`src/rtl/rcu_pkg.sv`:
```
// Shared types and constants for the USB receiver control unit.
// The state enum is 4-bit encoded; RCU_SYNC_BYTE is the expected sync pattern.
package rcu_pkg;

    typedef enum logic [3:0] {
        IDLE     = 4'd0,
        START    = 4'd1,
        RCV_SYNC = 4'd2,
        CHK_SYNC = 4'd3,
        RCV_DATA = 4'd4,
        STORE    = 4'd5,
        CHK_EOP  = 4'd6,
        EOP_WAIT = 4'd7,
        ERR_EOP  = 4'd8,
        ERR_EDGE = 4'd9,
        ERR_IDLE = 4'd10
    } rcu_state_t;

    localparam logic [7:0] RCU_SYNC_BYTE = 8'h80;

endpackage

```
`src/rtl/rcu.sv`:
```
// Receiver control unit: Moore FSM that frames a USB packet (sync, data bytes, EOP)
// and raises a FIFO write strobe per data byte or a sticky error on a malformed packet.
module rcu
    import rcu_pkg::*;
#(
    parameter logic [7:0] SYNC_BYTE = RCU_SYNC_BYTE
) (
    input  logic       clk,
    input  logic       n_rst,
    input  logic       d_edge,
    input  logic       eop,
    input  logic       shift_enable,
    input  logic       byte_received,
    input  logic [7:0] rcv_data,
    output logic       rcving,
    output logic       w_enable,
    output logic       r_error
);

    rcu_state_t r_state;
    rcu_state_t w_nextState;
    logic       w_eopSample;

    assign w_eopSample = eop && shift_enable;

    always_ff @(posedge clk or negedge n_rst) begin
        if (!n_rst) begin
            r_state <= IDLE;
        end else begin
            r_state <= w_nextState;
        end
    end

    // Outputs decode r_state only; inputs steer nothing but the next state.
    always_comb begin
        w_nextState = r_state;
        rcving      = 1'b0;
        w_enable    = 1'b0;
        r_error     = 1'b0;

        case (r_state)
            IDLE: begin
                if (d_edge) w_nextState = START;
            end
            START: begin
                rcving      = 1'b1;
                w_nextState = RCV_SYNC;
            end
            RCV_SYNC: begin
                rcving = 1'b1;
                if (byte_received)    w_nextState = CHK_SYNC;
                else if (w_eopSample) w_nextState = ERR_EDGE;
            end
            CHK_SYNC: begin
                rcving      = 1'b1;
                w_nextState = (rcv_data == SYNC_BYTE) ? RCV_DATA : ERR_EOP;
            end
            RCV_DATA: begin
                // A completed byte beats a simultaneous EOP so the byte is not lost.
                rcving = 1'b1;
                if (byte_received)    w_nextState = STORE;
                else if (w_eopSample) w_nextState = ERR_EDGE;
            end
            STORE: begin
                rcving      = 1'b1;
                w_enable    = 1'b1;
                w_nextState = CHK_EOP;
            end
            CHK_EOP: begin
                rcving = 1'b1;
                if (w_eopSample)        w_nextState = EOP_WAIT;
                else if (byte_received) w_nextState = STORE;
                else                    w_nextState = RCV_DATA;
            end
            EOP_WAIT: begin
                rcving = 1'b1;
                if (d_edge) w_nextState = IDLE;
            end
            ERR_EOP: begin
                rcving  = 1'b1;
                r_error = 1'b1;
                if (w_eopSample) w_nextState = ERR_EDGE;
            end
            ERR_EDGE: begin
                rcving  = 1'b1;
                r_error = 1'b1;
                if (d_edge) w_nextState = ERR_IDLE;
            end
            ERR_IDLE: begin
                r_error = 1'b1;
                if (d_edge) w_nextState = START;
            end
            default: begin
                w_nextState = IDLE;
            end
        endcase
    end

endmodule

```
`config.mk`:
```
export PLATFORM = sky130hd
export DESIGN_NAME = rcu
export DESIGN_NICKNAME = d
export VERILOG_FILES = /design/src/rtl/rcu_pkg.sv /design/src/rtl/rcu.sv
export SDC_FILE = /design/constraint.sdc
export NUM_CORES = 1
export LEC_CHECK = 0
export ABC_AREA = 1
export CAP_MARGIN = 20
export CORE_AREA = 2 2 39 41
export CTS_CLUSTER_SIZE = 8
export DETAILED_ROUTE_END_ITERATION = 7
export DIE_AREA = 0 0 41 43
export HOLD_SLACK_MARGIN = 0.02
export PLACE_DENSITY = 0.72
export SYNTH_ARGS = -nofsm -noshare
export SYNTH_HDL_FRONTEND = slang
export SYNTH_SLANG_ARGS = --single-unit
```
`constraint.sdc`:
```
create_clock -name clk -period 1.3 [get_ports clk]
set_clock_uncertainty 0.1 [all_clocks]
set_input_delay 0.26 -clock clk [delete_from_list [all_inputs] [get_ports clk]]
set_output_delay 0.26 -clock clk [all_outputs]
set_load 0.005 [all_outputs]
```
==> Word-level counts from Yosys, hierarchy flattened <==
Index checks and enable logic that the tools add are counted.
{ "totals": {"elab_cells": 34, "input_bits": 14, "output_inout_bits": 3, "regBits": 4} }
{ "classes": {"reduce_logical": 6, "muxes": 13, "n_eq_ne": 14} }
{ "op_table": {"columns": ["op", "count"], "rows": [
  ["$pmux 4 s10", 1],
  ["$mux 4", 7],
  ["$eq 4x3->1 const B", 4],
  ["$eq 4x4->1 const B", 3],
  ["$reduce_or 9->1", 1],
  ["$eq 4x2->1 const B", 2],
  ["$eq 8x8->1 const B", 1],
  ["$eq 4x1->1 const B", 1],
  ["$logic_not 4->1", 1],
  ["$mux 1", 4],
  ["$ne 2x2->1 const B", 2],
  ["$reduce_and 3->1", 1],
  ["$reduce_or 3->1", 1],
  ["$mux 2", 1],
  ["$ne 2x1->1 const B", 1],
  ["$reduce_or 2->1", 1],
  ["$logic_and 1x1->1", 1]
]} }

==> Depth between registers and ports, before layout <==
Gate-level depths: netlist (run 1).
{ "depth": {"depth_word": 4, "depth_mapped": 9, "ltp_nobuf": 9} }

==> Least setup slack after synthesis (run 1) <==
Ideal clock, no wire load.
{ "synth_timing": {"path_type": "reg-to-reg", "start": "reg r_state[2]", "end": "reg r_state[3]", "t_arrival_ns": 0.994, "setup_time_ns": 0.117, "synth_period_minus_slack_ns": 1.211, "path_slack_ns": 0.089, "n_path_buf": 0, "path_stages_with_launch": 9, "required_time_ns": 1.083, "path_cell_list": "dfrtp_1 > nor2_1 > nand2_1 > nand2_2 > inv_2 > nand2_2 > nand2_2 > nand2_1 > nand2_1"} }
{ "synth_between": {"elab_chain_len": 4, "word_cells_on_any_way": 17, "classes_between": "13 x eq/ne; 1 x mux; 3 x reduce/logical"} }
{ "synth_rtl": {"columns": ["element", "line", "rtl"], "rows": [
  ["start: declaration", "rcu.sv:20", "rcu_state_t r_state;"],
  ["start signal: assignment", "rcu.sv:30", "r_state <= w_nextState;"],
  ["$eq 4x4->1 or $logic_not 4->1 (tied branches)", "rcu.sv:41", "case (r_state)"],
  ["$reduce_or 2->1 (no line)", null, null],
  ["$ne 2x1->1 (no line)", null, null],
  ["$reduce_and 3->1 (no line)", null, null]
]} }
Several ways; a longest one is shown, not always the timed one.
A chain may end at the register's enable or synchronous reset.

==> Worst setup path after layout (run 1) <==
{ "layout_timing": {"start": "reg r_state[2]", "end": "out w_enable"} }
{ "layout_between": {"elab_chain_len": 2} }
{ "layout_rtl": {"columns": ["element", "line", "rtl"], "rows": [
  ["$eq 4x3->1", "rcu.sv:41", null],
  ["$mux 1", "rcu.sv:41", null],
  ["end: declaration", "rcu.sv:16", "output logic w_enable,"]
]} }
No other way between the ends.

==> impl_metrics.py, run 1 <==
metrics = {
    "cts": {
        "cts_tree": "built",
        "cts_max_level": 1,
        "cts_buffer_depth": 2,
        "clock_latency_ns": 0.25,
        "cts.sinks": 4,
        "cts_buffers": 3,
        "clk_pin_slew_ns": 0.04,
        "clockRootBuffer": "clkbuf_4",
    },
    "critical_path": {
        "r2r_slack_ns": -0.19,
        "worstPathArrival_ns": 1.14,
        "startpoint": "r_state[2]",
        "r2r_start": "r_state[2]",
        "cpPeakStageDelay_ns": 0.41,
        "startpoint_type": "flop",
        "worst_setup_path_end_kind": "output pin",
        "r2r.worst_path.cells": 11,
        "crit_type": "flop to output pin",
        "crit_chain": "buf_6 -> buf_6 -> nand2_4 -> nor2_4 -> buf_2",
        "r2r_end": "r_state[1]",
        "path_common_cell": "buf_6",
        "cp-endpoint": "w_enable",
        "crit_fanout": 5,
        "crit_required_ns": 0.94,
        "critPathSlowestCell": "dfrtp_2",
    },
    "status": {
        "violations": "negative setup slack",
        "status": "finished with violations",
    },
    "routing": {
        "drc": 0,
        "vias": 723,
        "via_per_inst": 4.92,
        "wl_mm": 1.86,
        "route.detailed.wl_per_inst_microns": 12.6,
        "drtAntennaViolNets": 0,
        "drtIter0Drc": 21,
        "firstDrtPassIters": 4,
    },
    "timing": {
        "maxSlewHeadroom_pct": 82.9,
        "finalHoldViolCount": 0,
        "worst_slack_ns": -0.204,
        "rsz0062_at_grt": "true",
        "tns_ns": -1.28,
        "worst_slew_pin_slew_ns": 0.254,
        "max_freq_ghz": 0.665,
        "setup_viol_count_final": 7,
        "drv_slew": 0,
        "post-route-period-util_pct": 116,
        "period_minus_slack_ns": 1.50,
    },
    "job": {
        "cap_violations": 0,
    },
    "finish": {
        "fillerInstances": 118,
        "areaGrowthSynthToFinish_pct": 111,
        "reg_top3": "r_state: 4 flops",
        "largest_register": "r_state",
        "diodes": 0,
        "largest_reg_flops": 4,
        "drive_above_1_share_pct": 49.6,
        "nNetsFinal": 147,
        "design_area_sq_um": 1010,
    },
    "logic_synthesis": {
        "synth_edf_count": 0,
        "postSynth.asyncResetShare_pct": 100,
        "synth_cell_type_count": 15,
        "synth_common_cells": "nand2_1 (29), inv_1 (12), nor2_1 (11)",
        "synthFlopType": "dfrtp_1",
        "synth-seq-area-share_pct": 20.9,
        "syn_area_sq_um": 478,
        "ys_ff_latch": 4,
        "synthTopCellsByArea": "nand2_1 (23%), dfrtp_1 (21%), inv_1 (9.4%)",
        "yosysMostFrequentCell": "nand2_1",
        "syn_nets": 102,
        "synthCells": 88,
        "yosysTopAreaCellShare_pct": 22.8,
        "yosysWarnings": 0,
        "yosysTopAreaCell": "nand2_1",
        "syn_area_per_cell_sq_um": 5.43,
    },
    "floorplanning": {
        "start_util_pct": 34.5,
        "die_h_microns": 43,
        "rows": 14,
        "die_w_microns": 41,
        "coreArea_sq_um": 1380,
        "die-area_sq_um": 1760,
        "pin_count": 17,
    },
    "placed_design": {
        "placed_cell_area_sq_um": 786,
        "place_congestion": 0.868,
        "io_buffer_count": 16,
        "dp_hpwl_mm": 1.19,
    },
    "global_route": {
        "grt_max_degree": 6,
        "grt_pass1_wl_mm": 2.53,
        "track_usage_pct": 20.8,
        "grt-ovfl-total": 0,
        "antenna_found_initial": 0,
        "grt_pass1_vias": 665,
    },
    "power": {
        "p_leak_nw": 0.512,
        "power_density_nw_per_um2": 1730,
        "p_total_mw": 1.74,
        "ir_drop_v": 0.000818,
    },
    "worst_hold_path": {
        "min_path_type": "primary input to asynchronous set/reset pin",
    },
}
worst max-delay path, delay by kind of cell (launching register included):
kind / cells / cell delay [ns]
buffers and inverters: 3 / 0.39
flip-flops: 1 / 0.41
AND/OR/NAND/NOR: 2 / 0.10
metrics by stage:
stage | cells | hold slack [ns] | setup WS (ns) | utilization (%)
3_5_place_dp | 137 | 0.387 | -0.338 | 56.8
3_3_place_gp | 137 | 0.374 | -0.287 | 56.8
5_1_grt | 147 | 0.156 | -0.247 | 73.0
2_1_floorplan | 88 | -0.136 | 0.0894 | -
6_report | 147 | 0.119 | -0.204 | 73.0
4_1_cts | 146 | 0.133 | -0.187 | 64.4
cells in the final DEF (no fill, tap or decap):
cell type        Yosys  layout
buf_4                0      18
nor2_2               5       1
inv_2                4       2
o21ai_4              0       1
a21oi_1              2       1
nand3_2              2       3
clkdlybuf4s50_1      0      13
a21oi_2              0       1
nand2_1             29      22
nor2_4               0       9
nand3_1              8       7
inv_4                0       2
clkbuf_4             0       3
o21bai_1             1       1
inv_1               12      12
buf_6                0       6
nor2_1              11       6
o211ai_1             1       1
o21ai_0              3       2
dfrtp_2              0       4
nand4_1              1       1
buf_2                0       3
nand2_4              0       5
nand2_2              4       6
nor3_4               0       1
logic make-up after synthesis:
kind of cell	count (synthesis)	synth area share [%]
flip-flops	4	20.9
buffers and inverters	16	12.6
AO/OA/AOI/OAI	7	8.38
AND/OR/NAND/NOR	61	58.1
power by group:
group	total, mW	switching [mW]	internal (mW)
combinational	1.29	0.662	0.624
sequential	0.289	0.110	0.179
clock	0.169	0.0648	0.104
per-layer routing:
metal / global-route usage, % / vias up / share of wire (%)
li1: - / 362 / -
met1: 22.0 / 320 / 36
met2: 38.8 / 31 / 54
met3: 3.14 / 10 / 5.1
met4: 6.00 / 0 / 4.9
met5: 0 / - / 0
worst min path at each step:
stage / end / cells past startpoint / startpoint / slack, ns
2_1_floorplan: r_state[0] / 0 / n_rst / -0.14
3_3_place_gp: r_state[0] / 1 / n_rst / 0.37
3_5_place_dp: r_state[1] / 1 / n_rst / 0.39
4_1_cts: r_state[0] / 1 / n_rst / 0.13
5_1_grt: r_state[3] / 1 / n_rst / 0.16
6_report: r_state[0] / 1 / n_rst / 0.12
timing repair:
item | 4_1_cts | 5_1_grt
hold buffers | 0 | 0
pin swaps | 11 | 6
resized for setup | 30 | 27
endpoints found under the setup margin | 7 | 7
hold endpoints to repair | 0 | 0
buffers inserted | 6 | 1
area by class of cell:
cell class | instances | area [sq um] | area share, %
Timing Repair Buffer | 40 | 348 | 34.4
Multi-Input combinational cell | 68 | 449 | 44.5
Clock buffer | 3 | 22.5 | 2.23
Tap cell | 16 | 20.0 | 1.98
Sequential cell | 4 | 105 | 10.4
Inverter | 16 | 65.1 | 6.44
(Power assumes the default switching activity.)
==> inputs of run 2 (changes only) <==
--- a/config.mk
+++ b/config.mk
@@ -5,14 +5,14 @@
 export SDC_FILE = /design/constraint.sdc
 export NUM_CORES = 1
 export LEC_CHECK = 0
-export ABC_AREA = 1
 export CAP_MARGIN = 20
 export CORE_AREA = 2 2 39 41
 export CTS_CLUSTER_SIZE = 8
 export DETAILED_ROUTE_END_ITERATION = 7
 export DIE_AREA = 0 0 41 43
 export HOLD_SLACK_MARGIN = 0.02
-export PLACE_DENSITY = 0.72
+export PLACE_DENSITY = 0.64
 export SYNTH_ARGS = -nofsm -noshare
 export SYNTH_HDL_FRONTEND = slang
 export SYNTH_SLANG_ARGS = --single-unit
+export TNS_END_PERCENT = 30
==> impl_metrics.py, run 2 <==
metrics = {
    "logic_synthesis": {
        "synth.area.mux_share_pct": 2.57,
        "synth_top_family_by_area": "simple AND/OR/NAND/NOR gates",
        "synth-seq-area-share_pct": 25.7,
        "yosysMostFrequentCell": "nand2_1",
        "synthXorXnorAreaFrac_pct": 0,
        "yosysWarnings": 0,
        "syn_area_sq_um": 389,
        "synth_edf_count": 0,
        "postSynth.asyncResetShare_pct": 100,
        "synthCells": 50,
        "synthAdderAreaFrac_pct": 0,
        "ys_ff_latch": 4,
        "synthTopCellsByArea": "dfrtp_1 (26%), nand2_1 (6.8%), nand2b_1 (4.8%)",
        "yosysTopAreaCell": "dfrtp_1",
        "syn_area_per_cell_sq_um": 7.78,
        "synth-simple-area-share_pct": 33.4,
        "syn_nets": 64,
        "synthFlopType": "dfrtp_1",
        "synth_cell_type_count": 28,
        "synth_common_cells": "nand2_1 (7), dfrtp_1 (4), nor2_1 (4)",
        "yosysTopAreaCellShare_pct": 25.7,
        "synth_compound_area_share_pct": 31.8,
    },
    "global_route": {
        "track_usage_pct": 19.8,
        "grt_pass1_vias": 539,
        "grt-ovfl-total": 0,
        "antenna_found_initial": 0,
        "grt_pass1_wl_mm": 2.27,
        "grt_max_degree": 9,
    },
    "critical_path": {
        "worstPathArrival_ns": 1.55,
        "crit_type": "flop to flop",
        "cpPeakStageDelay_ns": 0.51,
        "crit_required_ns": 1.31,
        "worst_setup_path_end_kind": "flop",
        "startpoint_type": "flop",
        "crit_fanout": 5,
        "crit_chain": "buf_6 -> or4_4 -> a41oi_2 -> a31oi_1",
        "critPathSlowestCell": "or4_4",
        "r2r_slack_ns": -0.24,
        "cp.depth": 4,
        "r2r_start": "r_state[3]",
        "critPathTopFamily": "simple AND/OR/NAND/NOR gates",
        "r2r_end": "r_state[1]",
        "r2r.worst_path.cells": 4,
        "crit_buf_inv": 1,
    },
    "power": {
        "power_density_nw_per_um2": 1660,
        "power_frac_clock_pct": 12.4,
        "pwr-share-comb_pct": 66.9,
        "power_frac_seq_pct": 20.7,
        "power.switching_uw": 505,
        "internal_power_uw": 791,
        "p_leak_nw": 0.392,
        "switching_share_pct": 38.9,
        "ir_drop_v": 0.000892,
    },
    "placed_design": {
        "place_congestion": 0.838,
        "placed_cell_area_sq_um": 616,
        "dp_hpwl_microns": 838,
        "io_buffer_count": 16,
    },
    "finish": {
        "final_cell_mix": "buf_4 (13), dlymetal6s2s_1 (9), nand2_1 (5)",
        "fillerInstances": 126,
        "largest_reg_flops": 4,
        "reg_top3": "r_state: 4 flops",
        "drive_above_1_share_pct": 48.8,
        "final_common_cell": "buf_4",
        "design_area_sq_um": 781,
        "nNetsFinal": 98,
        "largest_register": "r_state",
        "diodes": 0,
        "areaGrowthSynthToFinish_pct": 101,
    },
    "status": {
        "status": "finished with violations",
        "violations": "negative setup slack",
    },
    "worst_hold_path": {
        "min_path_type": "primary input to asynchronous set/reset pin",
    },
    "routing": {
        "route.detailed.wl_per_inst_microns": 15.0,
        "vias": 530,
        "drtAntennaViolNets": 0,
        "drtIter0Drc": 17,
        "wl_mm": 1.47,
        "firstDrtPassIters": 4,
        "drc": 0,
        "via_per_inst": 5.41,
    },
    "floorplanning": {
        "coreArea_sq_um": 1380,
        "rows": 14,
        "start_util_pct": 28.1,
        "pin_count": 17,
        "die-area_sq_um": 1760,
        "die_h_microns": 43,
        "die_w_microns": 41,
    },
    "cts": {
        "clk_pin_slew_ns": 0.04,
        "holdBufCountCts": 0,
        "cts.sinks": 4,
        "cts_tree": "built",
        "cts_buffers": 3,
        "cts_buffer_depth": 2,
        "cts_max_level": 1,
        "clock_latency_ns": 0.24,
        "clockRootBuffer": "clkbuf_4",
    },
    "timing": {
        "max_freq_ghz": 0.648,
        "whs_ns": 0.117,
        "period_minus_slack_ns": 1.54,
        "worst_slack_ns": -0.243,
        "maxSlewHeadroom_pct": 82.0,
        "setup_viol_count_final": 7,
        "tns_ns": -1.04,
        "rsz0062_at_grt": "true",
        "post-route-period-util_pct": 119,
        "drv_slew": 0,
        "worst_slew_pin_slew_ns": 0.269,
        "finalHoldViolCount": 0,
    },
    "job": {
        "cap_violations": 0,
    },
}
run 2: changes by cell type after synthesis, moves of 2 or more:
cell / previous run / this run
nand2_2: 4 / 0
nand2b_1: 0 / 3
nand3_1: 8 / 1
buf_2: 0 / 2
nor2_1: 11 / 4
inv_1: 12 / 1
a21o_1: 0 / 2
nand2_1: 29 / 7
nor2_2: 5 / 0
inv_2: 4 / 0
or3_1: 0 / 2
nand3_2: 2 / 0
run 2: how the worst max path moves through the flow:
stage / start / to / slack, ns
floorplan: r_state[3] / r_state[1] / -0.04
detailed placement: rcv_data[5] / r_state[2] / -0.44
global route: r_state[3] / r_state[1] / -0.27
CTS: r_state[2] / rcving / -0.20
finish: r_state[3] / r_state[1] / -0.24
global placement: rcv_data[1] / r_state[2] / -0.45
run 2: repair_timing:
item / in CTS / in global routing
resized for setup: 25 / 15
pin swaps: 3 / 8
endpoints found under the hold margin: 0 / 0
setup endpoints to repair: 7 / 7
setup buffers: 7 / 1
run 2: cells by family (layout without fill, tap and decap cells):
logic type	count (synthesis)	after routing
simple gates	23	23
compound gates	17	17
mux	1	1
flops	4	4
buf+inv	5	37
run 2: power groups by stage:
| stage | clock (mW) | sequential, mW | combinational [mW] |
|---|---|---|---|
| 4_1_cts | 0.163 | 0.261 | 0.814 |
| 2_1_floorplan | 0 | 0.206 | 0.407 |
| 3_5_place_dp | 0 | 0.262 | 0.652 |
| 3_3_place_gp | 0 | 0.260 | 0.652 |
| 5_1_grt | 0.182 | 0.280 | 0.947 |
| 6_report | 0.161 | 0.268 | 0.867 |
run 2: area by class of cell:
class,count,area (sq um),area share (%)
clock buffer,3,22.5,2.88
sequential,4,105,13.5
multi-input combinational,41,313,40.1
tap,16,20.0,2.56
inverter,1,3.75,0.481
timing repair buffer,33,317,40.5
run 2: stage by stage:
| stage | power (mW) | setup slack (ns) | util (%) | cells |
|---|---|---|---|---|
| after floorplan | 0.613 | -0.0434 | - | 50 |
| after global placement | 0.912 | -0.452 | 44.5 | 87 |
| after detailed placement | 0.913 | -0.436 | 44.5 | 87 |
| after CTS | 1.24 | -0.202 | 52.5 | 97 |
| after global routing | 1.41 | -0.268 | 56.4 | 98 |
| final | 1.30 | -0.243 | 56.4 | 98 |
run 2: routing by layer:
layer  track usage [%]  routed length [microns]
met5                 0                        0
met2              29.7                      774
met3              4.71                       86
met4              14.7                       42
met1              22.9                      565
